`src/rtl/mux2_pack_pkg.sv`:
```
// Shared types and defaults for the 2:1-mux sample packer.
// Optional parity output is enabled with MUX2_PACK_PARITY_EN.
package mux2_pack_pkg;
    localparam int DEF_WIDTH = 8;

    typedef enum logic {
        FILL  = 1'b0,
        STALL = 1'b1
    } state_t;
endpackage

```
`src/rtl/mux2_bit_counter.sv`:
```
// Bit-position counter for the sample packer: clear wins over increment.
module mux2_bit_counter
    import mux2_pack_pkg::*;
#(
    parameter int WIDTH = DEF_WIDTH,
    localparam int CW   = $clog2(WIDTH + 1)
) (
    input  logic          clk,
    input  logic          rst_n,
    input  logic          i_clr,
    input  logic          i_inc,
    output logic [CW-1:0] o_cnt,
    output logic          o_tc
);
    logic [CW-1:0] r_cnt;

    always_ff @(posedge clk or negedge rst_n) begin
        if (!rst_n)     r_cnt <= '0;
        else if (i_clr) r_cnt <= '0;
        else if (i_inc) r_cnt <= r_cnt + CW'(1);
    end

    assign o_cnt = r_cnt;
    assign o_tc  = (r_cnt == CW'(WIDTH - 1));
endmodule

```
`src/rtl/mux2_sample_packer.sv`:
```
// Packs the serial y stream of a 2:1 mux stage into WIDTH-bit words with flush.
// Define MUX2_PACK_PARITY_EN to add the registered word_parity output.
module mux2_sample_packer
    import mux2_pack_pkg::*;
#(
    parameter int WIDTH     = DEF_WIDTH,
    parameter bit LSB_FIRST = 1'b1,
    localparam int LW       = $clog2(WIDTH + 1)
) (
    input  logic             clk,
    input  logic             rst_n,
    input  logic             y_in,
    input  logic             y_valid,
    output logic             y_ready,
    input  logic             flush,
    output logic [WIDTH-1:0] word_out,
    output logic [LW-1:0]    word_len,
    output logic             word_valid,
`ifdef MUX2_PACK_PARITY_EN
    output logic             word_parity,
`endif
    input  logic             word_ready
);
    state_t           r_state, w_state_nxt;
    logic [WIDTH-1:0] r_sh, w_sh_upd, w_load_word;
    logic [LW-1:0]    w_cnt, w_cnt_after, w_pos, w_load_len;
    logic             w_tc, w_acc, w_free, w_done, w_drain;
    logic             w_fl_req, w_fl_emit, w_load, r_fp;

    mux2_bit_counter #(.WIDTH(WIDTH)) u_cnt (
        .clk   (clk),
        .rst_n (rst_n),
        .i_clr (w_done || w_fl_emit),
        .i_inc (w_acc && !w_done),
        .o_cnt (w_cnt),
        .o_tc  (w_tc)
    );

    assign y_ready     = (r_state == FILL);
    assign w_acc       = y_valid && y_ready;
    assign w_free      = !word_valid || word_ready;
    assign w_done      = w_acc && w_tc;
    assign w_drain     = (r_state == STALL) && word_ready;
    assign w_cnt_after = w_cnt + LW'(w_acc);
    // A flush is judged on the count including this cycle's bit; a completing bit overrides it.
    assign w_fl_req    = (flush || r_fp) && (r_state == FILL) && !w_done && (w_cnt_after != '0);
    assign w_fl_emit   = w_fl_req && w_free;
    assign w_load      = (w_done && w_free) || w_fl_emit || w_drain;
    assign w_pos       = LSB_FIRST ? w_cnt : (LW'(WIDTH - 1) - w_cnt);
    assign w_sh_upd    = w_acc ? (r_sh | ({{(WIDTH-1){1'b0}}, y_in} << w_pos)) : r_sh;
    assign w_load_word = w_drain ? r_sh : w_sh_upd;
    assign w_load_len  = w_fl_emit ? w_cnt_after : LW'(WIDTH);

    always_ff @(posedge clk or negedge rst_n) begin
        if (!rst_n) r_state <= FILL;
        else        r_state <= w_state_nxt;
    end

    always_comb begin
        w_state_nxt = r_state;
        case (r_state)
            FILL:    if (w_done && !w_free) w_state_nxt = STALL;
            STALL:   if (word_ready)        w_state_nxt = FILL;
            default: w_state_nxt = FILL;
        endcase
    end

    // Shift register stays at zero between words so partial flushes read zero-filled.
    always_ff @(posedge clk or negedge rst_n) begin
        if (!rst_n) begin
            r_sh <= '0;
            r_fp <= 1'b0;
        end else begin
            if (w_load)     r_sh <= '0;
            else if (w_acc) r_sh <= w_sh_upd;
            if (w_fl_emit || w_done) r_fp <= 1'b0;
            else if (w_fl_req)       r_fp <= 1'b1;
        end
    end

    always_ff @(posedge clk or negedge rst_n) begin
        if (!rst_n) begin
            word_out    <= '0;
            word_len    <= '0;
            word_valid  <= 1'b0;
`ifdef MUX2_PACK_PARITY_EN
            word_parity <= 1'b0;
`endif
        end else if (w_load) begin
            word_out    <= w_load_word;
            word_len    <= w_load_len;
            word_valid  <= 1'b1;
`ifdef MUX2_PACK_PARITY_EN
            word_parity <= ^w_load_word;
`endif
        end else if (word_ready) begin
            word_valid  <= 1'b0;
        end
    end
endmodule

```
`config.mk`:
```
export PLATFORM = sky130hd
export DESIGN_NAME = mux2_sample_packer
export DESIGN_NICKNAME = d
export VERILOG_FILES = /design/src/rtl/mux2_pack_pkg.sv /design/src/rtl/mux2_bit_counter.sv /design/src/rtl/mux2_sample_packer.sv
export SDC_FILE = /design/constraint.sdc
export NUM_CORES = 1
export LEC_CHECK = 0
export ABC_AREA = 1
export BUFFER_PORTS_ARGS = -buffer_cell sky130_fd_sc_hd__buf_2
export CORE_AREA = 4 4 54 61
export CTS_BUF_LIST = sky130_fd_sc_hd__clkbuf_4 sky130_fd_sc_hd__clkbuf_8
export CTS_CLUSTER_DIAMETER = 40
export CTS_CLUSTER_SIZE = 10
export DETAILED_ROUTE_END_ITERATION = 10
export DIE_AREA = 0 0 58 65
export GPL_TIMING_DRIVEN = 0
export PLACE_DENSITY = 0.74
export SETUP_SLACK_MARGIN = 0.02
export SLEW_MARGIN = 10
export SYNTH_ARGS = -nofsm -noshare
export SYNTH_HDL_FRONTEND = slang
export SYNTH_HIERARCHICAL = 1
export SYNTH_SLANG_ARGS = --single-unit
```
`constraint.sdc`:
```
create_clock -name clk -period 1.8 [get_ports clk]
set_input_delay 0.27 -clock clk [delete_from_list [all_inputs] [get_ports clk]]
set_output_delay 0.27 -clock clk [all_outputs]
set_load 0.02 [all_outputs]
```
==> results.md, run 1 <==
* Critical path class: reg -> reg
* Max-slew violation count at 0
* Largest net degree at the start of global routing at 28
* Area of the multi-input gates at 742 µm²
* Num ports at 20
* Clock buffer depth at 2
* Clk slew on worst S/H paths at about 0.15 ns
* CTS tree: done
* Antenna viol nets, final at 0
* Max VDD drop at 1430 µV
* Fmax at around 510 MHz
* Worst path cell trace: buf_6 -> ha_4 -> ha_4 -> nor2_4 -> inv_2 -> nor2_2 -> nand2_2 -> nand2_4 -> nand2_4 -> nand2_4 -> clkbuf_16 -> nand2_2 -> nand2_1
* Drc violations at 0
* Vias in the first global route at 1204
* Seq/Total Area, Yosys at between 50 and 60%
* Post-route minimum period at just under 2 ns
* Vias post-DR at 1235
* CP delay by family, top: simple AND/OR/NAND/NOR gates
* Crit path top cell by count: nand2_4
* Ys flop type: dfrtp_1
* Cell Area, Synth at between 1000 and 1500 µm²
* Hold Path Class: in -> reg
* Die W at 58 µm
* Slew headroom at 59.9%
* Pwr Density at 1770 nW/µm²
* Crit path max fanout at 5
* Met3 Use GR at ~2.0%
* Largest family of logic cells by synthesized area: simple AND/OR/NAND/NOR gates
* Met1 Usage GRT at roughly a fifth
* Critical Path RT at between 2 and 2.5 ns
* Core Util, Final at a little over two thirds
* Area growth syn-to-layout at 39.4%
* Compound-cell area share of the yosys netlist at around 12%
* Core area at 2700 µm²
* First-pass GRT wire length at around 5300 µm
* Port bufs at 19
* # nets final at about 200
* Mapped Cells at 153
* R2R cell count at 13
* Initial antenna violation count at 0
* Violated checks: negative setup slack
* Clock Latency Late Sink at around 0.33 ns
* RSZ-0062 raised after global routing: yes
* Cell with the largest stage delay on the worst path: dfrtp_2
* Leak at ~0.9 nW
* Cell Rows at 20
* Ys Warns at 6
* Post-synthesis adder-cell area fraction at between 2 and 3%
* Worst Path Arrival at roughly 2.2 ns
* Max_cap viols at 0
* Total Routed Length at 3660 µm
* Sink count of the clock tree at 27
* Final-layout fill cell count at about 200
* Period utilization at 109%
* Cell variety after synth at 20
* Wirelength per Cell at around 16 µm
* PnR Total Power at ~3.3 mW
* CTS H-tree depth at 1
* Initial DRC count at 39
* Post-Syn Nets at ~160
* Synth Area in Simple Gates at between 20% and 30%
* Post-Route Skew at 0.00758 ns
* Outcome: finished with violations
* Die Y at ~65 µm
* Grt ovf at 0
* #FFs+latches synth at 27
* Top Usage Layer GRT: met2
* Buffers & Inverters on Critical Path at 3
* Final Hold Violating Endpoints at 0
* Layout Cells excl Fill at approximately 230
* Pre-CTS setup slack at -0.172 ns
* Total track usage at a little under a fifth
* Final GP Congestion at 0.867
* CP Depth at 13
* Share of cells above drive strength 1 at slightly above 50%
* CP endpoint kind: flop
* Xor/xnor cell area share of the yosys netlist at 0%
* Final Setup Violations at 26
* Vias/cell at ~5.4
* CP max stage delay at 0.47 ns
* Placed cells at approximately 210
* Worst Setup Start Kind: flop
* Async set-reset flop share out of synthesis at 100%
* Hold depth at 2
* Synth Area per Inst at a little under 9 µm²
* FF+latch area at slightly below 700 µm²
* Worst slew pin tran at ~0.60 ns
* Root Driver: clkbuf_4
* CTS Buf Count at 3
* Multiplexer share of the synthesized area at 0%
* Grt met2 use at between 30% and 40%
* Ant diodes at 0
* First-pass DRT Iterations at 4
* Post-route setup slack at -0.161 ns
* Hpwl dp at approximately 2000 µm
* DIE AREA at 3770 µm²
* Initial Utilization at roughly 50%
* Number of synthesized flops with an enable pin at 0
==> worst paths after layout <==
check	start	to	slack, ns
worst max-delay path	u_cnt/o_cnt[0]	word_len[3]	-0.16
worst min-delay path	word_ready	r_state	0.11
worst max register to register	u_cnt/o_cnt[0]	word_len[3]	-0.16
worst min register to register	word_out[5]	word_out[5]	0.49
max in group asynchronous	rst_n	u_cnt/o_cnt[1]	0.91
min in group asynchronous	rst_n	r_sh[7]	0.46
==> metal layers <==
layer	share of wire, %	wire length (µm)
met3	3.4	124
met4	4.8	174
met2	56	2040
met1	36	1320
met5	0	0
==> cell usage in the layout (no fill, tap or decap), types with 7 or more instances in the layout <==
cell      count
nand2_1      29
dfrtp_1      24
inv_1         8
buf_4        13
a21boi_2      7
o21bai_1      8
buf_2        19
nand3_1       9
nand3_2       9
nor2_1        8
nand2_2      13
==> per-stage QoR <==
stage | cell area (µm²) | TNS (ns) | hold slack (ns)
final | 1880 | -2.80 | 0.111
after global routing | 1880 | -4.46 | 0.108
after CTS | 1730 | -0.000228 | 0.101
after detailed placement | 1560 | -1.85 | 0.317
after global placement | 1560 | -1.24 | 0.300
after floorplan | 1420 | -0.158 | -0.0256
==> worst reg2reg max path, stage by stage, from the launching register on <==
cell	delay, ns
dfrtp_2	0.47
buf_6	0.13
ha_4	0.15
ha_4	0.22
nor2_4	0.10
inv_2	0.06
nor2_2	0.14
nand2_2	0.10
nand2_4	0.10
nand2_4	0.09
nand2_4	0.10
clkbuf_16	0.15
nand2_2	0.04
nand2_1	0.06
==> repair_timing <==
| item | in CTS | in global routing |
|---|---|---|
| hold buffers | 1 | 0 |
| gates resized for setup | 11 | 36 |
| setup endpoints to repair | 21 | 26 |
| gates cloned | 0 | 1 |
| buffers inserted | 13 | 4 |
| hold endpoints to repair | 27 | 0 |
| pin swaps | 3 | 21 |
==> sequential cells by signal (all words and copies together), names as in the netlist <==
name / cells
word_out: 8
u_cnt/o_cnt: 4
r_fp: 1
r_sh: 8
r_state: 1
word_valid: 1
word_len: 4
==> synthesized netlist by cell type, drive strengths merged (2+ instances only) <==
cell type  number  area (µm²)
o21ai           4        20.0
nor2           14        60.1
a21oi           3        15.0
nand3          18        90.1
o21bai          8        60.1
nand4           2        12.5
inv            15        56.3
a21boi          8        63.8
buf             3        37.5
nand2          46         198
ha              3        37.5
dfrtp          27         676
==> final cells by class <==
cell class | instances | share of cell area [%]
Multi-Input combinational cell | 107 | 39.6
Tap cell | 33 | 2.20
Clock buffer | 4 | 1.60
Timing Repair Buffer | 37 | 14.4
Inverter | 15 | 3.14
Sequential cell | 27 | 36.2
Buffer | 4 | 2.87
==> power by group <==
| group | internal [mW] | switching [mW] | leakage [nW] | total (mW) |
|---|---|---|---|---|
| Combinational | 0.949 | 1.16 | 0.546 | 2.10 |
| Sequential | 0.800 | 0.139 | 0.356 | 0.939 |
| Clock | 0.102 | 0.181 | 0.0184 | 0.283 |
==> cell families (layout without fill, tap and decap cells) <==
group / Yosys count / in the layout
and+or+nand+nor: 80 / 80
DFF: 27 / 27
AOI/OAI and AO/OA: 24 / 24
buffers and inverters: 19 / 60
adders and majority gates: 3 / 3
Power figures use the tool's default switching activity.
==> inputs of run 2 (changes only) <==
Settings changed: PLACE_DENSITY 0.74 to 0.78.
==> results.md, run 2 (same netlist as run 1, synthesis figures left out) <==
* Vias/cell at 5.42 (-0.41%)
* Worst path cell trace: inv_2 -> nand2_4 -> inv_4 -> ha_4 -> ha_4 -> inv_2 -> nand2_2 -> nand2_2 -> nor2_4 -> nand2_4 -> nand2_4 -> nand2_4 -> buf_12 -> buf_12 -> nand3_4 -> nand2_2
* Sink count of the clock tree at 27 (unchanged)
* CTS tree: done
* Clk slew on worst S/H paths at 0.15 ns (about the same)
* Internal power at 2.06 mW (+12%)
* CTS Buf Count at 3 (unchanged)
* Share of cells above drive strength 1 at 50.8% (+0.24 points)
* Worst Path Arrival at 2.14 ns (-0.10 ns)
* Worst Setup Start Kind: flop
* First-pass DRT Iterations at 5 (+1)
* Vias in the first global route at 1295 (+7.6%)
* Most frequent cells in the layout: nand2_1 (28), dfrtp_1 (25), buf_2 (19)
* Crit path top cell by count: nand2_4
* Part of the power in registers at 26.1% (-2.1 points)
* Final GP Congestion at 0.752 (-13%)
* Leak at 0.963 nW (+4.6%)
* Port bufs at 19 (unchanged)
* Critical path class: reg -> reg
* Crit path max fanout at 6 (+1)
* Violated checks: negative setup slack
* Grt ovf at 0 (unchanged)
* Switch share at 42.6% (-1.7 points)
* Cell Rows at 20 (unchanged)
* Num ports at 20 (unchanged)
* Die Y at 65 µm (unchanged)
* PnR Total Power at 3.60 mW (+8.2%)
* CP max stage delay at 0.41 ns (-0.06 ns)
* Worst slew pin tran at 0.629 ns (+0.0285 ns)
* P_sw at 1.53 mW (+4.0%)
* Ant diodes at 0 (unchanged)
* Hpwl dp at 2080 µm (+3.6%)
* CP Launch Point: r_state
* Post-route minimum period at 1.91 ns (-0.0498 ns)
* Period utilization at 106% (-2.8 points)
* Max VDD drop at 1290 µV (-9.8%)
* Critical Path RT at 2.03 ns (-0.05 ns)
* Initial antenna violation count at 0 (unchanged)
* Total track usage at 20.0% (+1.9 points)
* Max_cap viols at 0 (unchanged)
* Wirelength per Cell at 16.2 µm (+0.41%)
* Total Routed Length at 3750 µm (+2.6%)
* Hold Path Class: in -> reg
* Top flop regs: r_sh: 8 flops, word_out: 8 flops
* Post-route setup slack at -0.111 ns (+0.0498 ns)
* Vias post-DR at 1257 (+1.8%)
* R2R Path Start: r_state
* Drc violations at 0 (unchanged)
* CTS H-tree depth at 1 (unchanged)
* Max-slew violation count at 0 (unchanged)
* Cell with the largest stage delay on the worst path: dfrtp_1
* Clock buffer depth at 2 (unchanged)
* Setup TNS at -1.66 ns (+1.14 ns)
* Largest net degree at the start of global routing at 28 (unchanged)
* Most common cell after layout, fill and taps aside: nand2_1
* DIE AREA at 3770 µm² (unchanged)
* Pwr Density at 1830 nW/µm² (+3.3%)
* Combinational power share at 66.6% (+3.3 points)
* Root Driver: clkbuf_4
* Initial Utilization at 49.8% (unchanged)
* Outcome: finished with violations
* Post-Route Skew at 0.00396 ns (-0.00362 ns)
* Clock Latency Late Sink at 0.32 ns (about the same)
* Initial DRC count at 44 (+13%)
* Pre-CTS setup slack at -0.155 ns (+0.0168 ns)
* Final Setup Violations at 21 (-19%)
* RSZ-0062 raised after global routing: yes
* First-pass GRT wire length at 5820 µm (+9.1%)
* Core area at 2700 µm² (unchanged)
* Area growth syn-to-layout at 46.0%
* Hold path start: word_ready
* Antenna viol nets, final at 0 (unchanged)
* Die W at 58 µm (unchanged)
* Tightest hold margin at 0.175 ns (+0.0635 ns)
* Clock Power Share at 7.3% (-1.2 points)
* Fmax at 523 MHz (+2.6%)
* Final Hold Violating Endpoints at 0 (unchanged)
* # nets final at 209 (+2.5%)
* CP endpoint kind: flop
* Slew headroom at 58.0% (-1.9 points)
run 2: changes by cell type in the layout (fill, tap and decap cells not counted), sizes merged:
cell / delta
buf: +6
clkbuf: -2
clkinv: +1
run 2: path summary, 6_finish.rpt:
check                                      end  cells past startpoint  slack (ns)
min in group asynchronous       u_cnt/o_cnt[2]                      2        0.49
worst min-delay path                   r_state                      2        0.17
max in group asynchronous       u_cnt/o_cnt[1]                      2        0.87
worst min register to register     word_out[4]                      2        0.50
worst max-delay path               word_out[1]                     16       -0.11
worst max register to register     word_out[1]                     16       -0.11
run 2: repair_timing:
item | 4_1_cts | 5_1_grt
endpoints found under the setup margin | 20 | 26
endpoints found under the hold margin | 27 | 0
pin swaps | 14 | 14
gates resized for setup | 24 | 24
gates cloned | 2 | 0
setup buffers | 18 | 4
hold buffers | 1 | 0
run 2: stage by stage:
| stage | util [%] | area (µm²) | instances |
|---|---|---|---|
| 4_1_cts | 69.0 | 1860 | 230 |
| 2_1_floorplan | - | 1420 | 153 |
| 3_5_place_dp | 57.7 | 1560 | 205 |
| 6_report | 72.7 | 1960 | 232 |
| 5_1_grt | 72.7 | 1960 | 232 |
| 3_3_place_gp | 57.7 | 1560 | 205 |
run 2: final cells by class:
| class | count | area (µm²) |
|---|---|---|
| buffer | 4 | 58.8 |
| clock buffer | 3 | 22.5 |
| clock inverter | 1 | 5.00 |
| fill | 174 | 738 |
| inverter | 15 | 58.8 |
| multi-input combinational | 107 | 753 |
| sequential | 27 | 678 |
| tap | 33 | 41.3 |
| timing repair buffer | 42 | 347 |
run 2: power by group through the flow:
stage | clock network (mW) | logic [mW] | registers [mW]
final | 0.262 | 2.40 | 0.938
after global routing | 0.304 | 2.57 | 0.959
after CTS | 0.266 | 2.14 | 0.920
after detailed placement | 0 | 1.36 | 0.947
after global placement | 0 | 1.32 | 0.937
after floorplan | 0 | 0.922 | 1.05
run 2: critical path, delay by kind of cell (launching register included):
kind | cells | cell delay [ns]
flip-flops | 1 | 0.41
AND/OR/NAND/NOR | 9 | 0.66
buffers and inverters | 5 | 0.46
adder cells (fa/ha/maj) | 2 | 0.29
run 2: routing by layer:
layer | share of wire [%] | vias up | GRT usage, %
li1 | - | 585 | -
met1 | 37 | 603 | 21.6
met2 | 56 | 55 | 38.4
met3 | 4.6 | 14 | 2.59
met4 | 2.9 | 0 | 7.83
met5 | 0 | - | 0
==> inputs of run 3 (changes only) <==
Settings changed: ABC_AREA 1 to default, CORE_AREA 4 4 54 61 to 4 4 53 59, DIE_AREA 0 0 58 65 to 0 0 57 63.
==> results.md, run 3 <==
* Core Util, Final at 67.2% (-5.5 points)
* Initial antenna violation count at 0 (unchanged)
* Hold Path Class: in -> reg
* Number of synthesized flops with an enable pin at 0 (unchanged)
* Worst Setup Start Kind: flop
* Post-Route Skew at 0.00314 ns (-0.000814 ns)
* Worst r2r dst: word_out[5]
* Worst path cell trace: nand2b_4 -> inv_4 -> ha_4 -> ha_4 -> xor2_4 -> nor3_4 -> a21oi_4 -> a21o_1 -> buf_6 -> mux2_4
* Clk slew on worst S/H paths at 0.14 ns (about the same)
* Post-synth top area share at 53.2% (+3.0 points)
* Port bufs at 19 (unchanged)
* Post-Syn Nets at 119 (-27%)
* First-pass GRT wire length at 4560 µm (-22%)
* Seq/Total Area, Yosys at 53.2% (+3.0 points)
* CP max stage delay at 0.38 ns (-0.03 ns)
* RSZ-0062 raised after global routing: yes
* Ys Warns at 6 (unchanged)
* Final GP Congestion at 0.776 (+3.2%)
* Most frequent cells in the layout: dfrtp_1 (24), buf_2 (19), buf_4 (13)
* PnR Total Power at 2.73 mW (-24%)
* Buffers & Inverters on Critical Path at 2 (-3)
* Root Driver: clkbuf_4
* Setup TNS at -4.92 ns (-3.26 ns)
* Num ports at 20 (unchanged)
* #FFs+latches synth at 27 (unchanged)
* Initial DRC count at 11 (-75%)
* Total track usage at 16.2% (-3.9 points)
* Hold depth at 2 (unchanged)
* Ant diodes at 0 (unchanged)
* Cell variety after synth at 35 (+75%)
* Wirelength per Cell at 15.3 µm (-5.4%)
* CTS Buf Count at 3 (unchanged)
* Grt met2 use at 27.1% (-11 points)
* Largest net degree at the start of global routing at 28 (unchanged)
* Vias post-DR at 948 (-25%)
* Yosys top cell by area: dfrtp_1
* Die Y at 63 µm (-3.1%)
* Tightest hold margin at 0.125 ns (-0.0493 ns)
* Final Setup Violations at 25 (+19%)
* Most common cell in the netlist: dfrtp_1
* CP endpoint kind: flop
* Period utilization at 116% (+9.4 points)
* Share of cells above drive strength 1 at 48.6% (-2.1 points)
* Final Hold Violating Endpoints at 0 (unchanged)
* Worst slew pin tran at 0.594 ns (-0.0353 ns)
* Max-slew violation count at 0 (unchanged)
* Total Routed Length at 2740 µm (-27%)
* Slew headroom at 60.4% (+2.4 points)
* Post-route minimum period at 2.08 ns (+0.170 ns)
* CP delay by family, top: flip-flops
* Antenna viol nets, final at 0 (unchanged)
* Core area at 2520 µm² (-6.8%)
* First-pass DRT Iterations at 4 (-1)
* Top Usage Layer GRT: met2
* Met1 Usage GRT at 20.5% (-1.1 points)
* Fmax at 481 MHz (-8.2%)
* Most common cell after layout, fill and taps aside: dfrtp_1
* Top flop regs: r_sh: 8 flops, word_out: 8 flops
* Met3 Use GR at 2.89% (+0.30 points)
* Vias in the first global route at 989 (-24%)
* Drc violations at 0 (unchanged)
* Post-route setup slack at -0.281 ns (-0.170 ns)
* Leak at 0.815 nW (-15%)
* Vias/cell at 5.30 (-2.3%)
* Cell Area, Synth at 1270 µm² (-5.6%)
* DIE AREA at 3590 µm² (-4.7%)
* Die W at 57 µm (-1.7%)
* Crit path max fanout at 6 (unchanged)
* Max VDD drop at 1130 µV (-13%)
* Hpwl dp at 1790 µm (-14%)
* Initial Utilization at 50.4% (+0.63 points)
* Outcome: finished with violations
* Async set-reset flop share out of synthesis at 100% (unchanged)
* CTS tree: done
* Hold Path End: r_state
* Cell with the largest stage delay on the worst path: dfrtp_1
* R2R cell count at 10 (-6)
* # nets final at 158 (-24%)
* Pwr Density at 1610 nW/µm² (-12%)
* Worst Path Arrival at 2.30 ns (+0.16 ns)
* Ys flop type: dfrtp_1
* Synth Area per Inst at 11.5 µm² (+31%)
* Leading post-synthesis cells by cell area: dfrtp_1 (53%), mux2i_1 (5.5%), nor2_1 (4.1%), a21oi_1 (3.5%), mux2_4 (3.5%)
* Critical path class: reg -> reg
* Hold path start: word_ready
* Mapped Cells at 110 (-28%)
* Max_cap viols at 0 (unchanged)
* Clock Latency Late Sink at 0.31 ns (about the same)
* Design area at 1690 µm² (-14%)
* Post-synth top cells: dfrtp_1 (27), nor2_1 (14), a21oi_1 (9), inv_1 (9), mux2i_1 (7)
* Grt ovf at 0 (unchanged)
* Dpl cell area at 1450 µm² (-7.4%)
* Clock buffer depth at 2 (unchanged)
* Cell Rows at 19 (-5.0%)
* Sink count of the clock tree at 27 (unchanged)
* Area growth syn-to-layout at 33.3%
* Crit path top cell by count: ha_4
* Critical Path RT at 2.02 ns (about the same)
* R2R Path Start: r_state
* CTS H-tree depth at 1 (unchanged)
* Violated checks: negative setup slack
* Flop2flop setup slack at -0.28 ns (-0.17 ns)
## run 3: metrics by stage
stage	cells	worst slack [ns]
global route	179	-0.361
detailed placement	160	-0.491
global placement	160	-0.435
finish	179	-0.281
CTS	175	-0.265
floorplan	110	-0.306
## run 3: timing repair
item / CTS / global route
hold buffers: 1 / 0
buffers inserted: 10 / 3
endpoints found under the hold margin: 27 / 0
pin swaps: 3 / 0
gates resized for setup: 14 / 8
gates cloned: 0 / 1
setup endpoints to repair: 26 / 26
## run 3: cells by family after synthesis
family | Yosys count | synth area share [%]
compound gates | 24 | 13.7
buf+inv | 11 | 5.12
xor+xnor | 3 | 2.66
flops | 27 | 53.2
simple gates | 32 | 13.3
fa+ha+maj | 3 | 2.96
mux | 10 | 9.06
## run 3: worst max path at each step
stage | start | end | cells after the start | slack, ns
floorplan | r_state | word_out[5] | 10 | -0.31
global placement | r_state | word_out[6] | 10 | -0.43
detailed placement | r_state | word_out[5] | 10 | -0.49
CTS | r_state | word_out[5] | 10 | -0.26
global route | r_state | word_out[3] | 11 | -0.36
finish | r_state | word_out[5] | 10 | -0.28
## run 3: cell type report
class                           instances  area (µm²)
Clock inverter                          1        5.00
Fill cell                             193         827
Buffer                                  2        31.3
Timing Repair Buffer                   34         228
Multi-Input combinational cell         72         652
Clock buffer                            3        22.5
Sequential cell                        27         679
Inverter                                9        36.3
Tap cell                               31        38.8
## run 3: power by group
| group | switching (mW) | internal [mW] |
|---|---|---|
| clock network | 0.168 | 0.0831 |
| registers | 0.129 | 0.785 |
| logic | 0.776 | 0.789 |
| total | 1.07 | 1.66 |
## run 3: layer usage
metal | vias up | wire, µm
met5 | - | 0
met4 | 0 | 19
met3 | 2 | 117
met2 | 19 | 1470
met1 | 472 | 1140
li1 | 455 | -
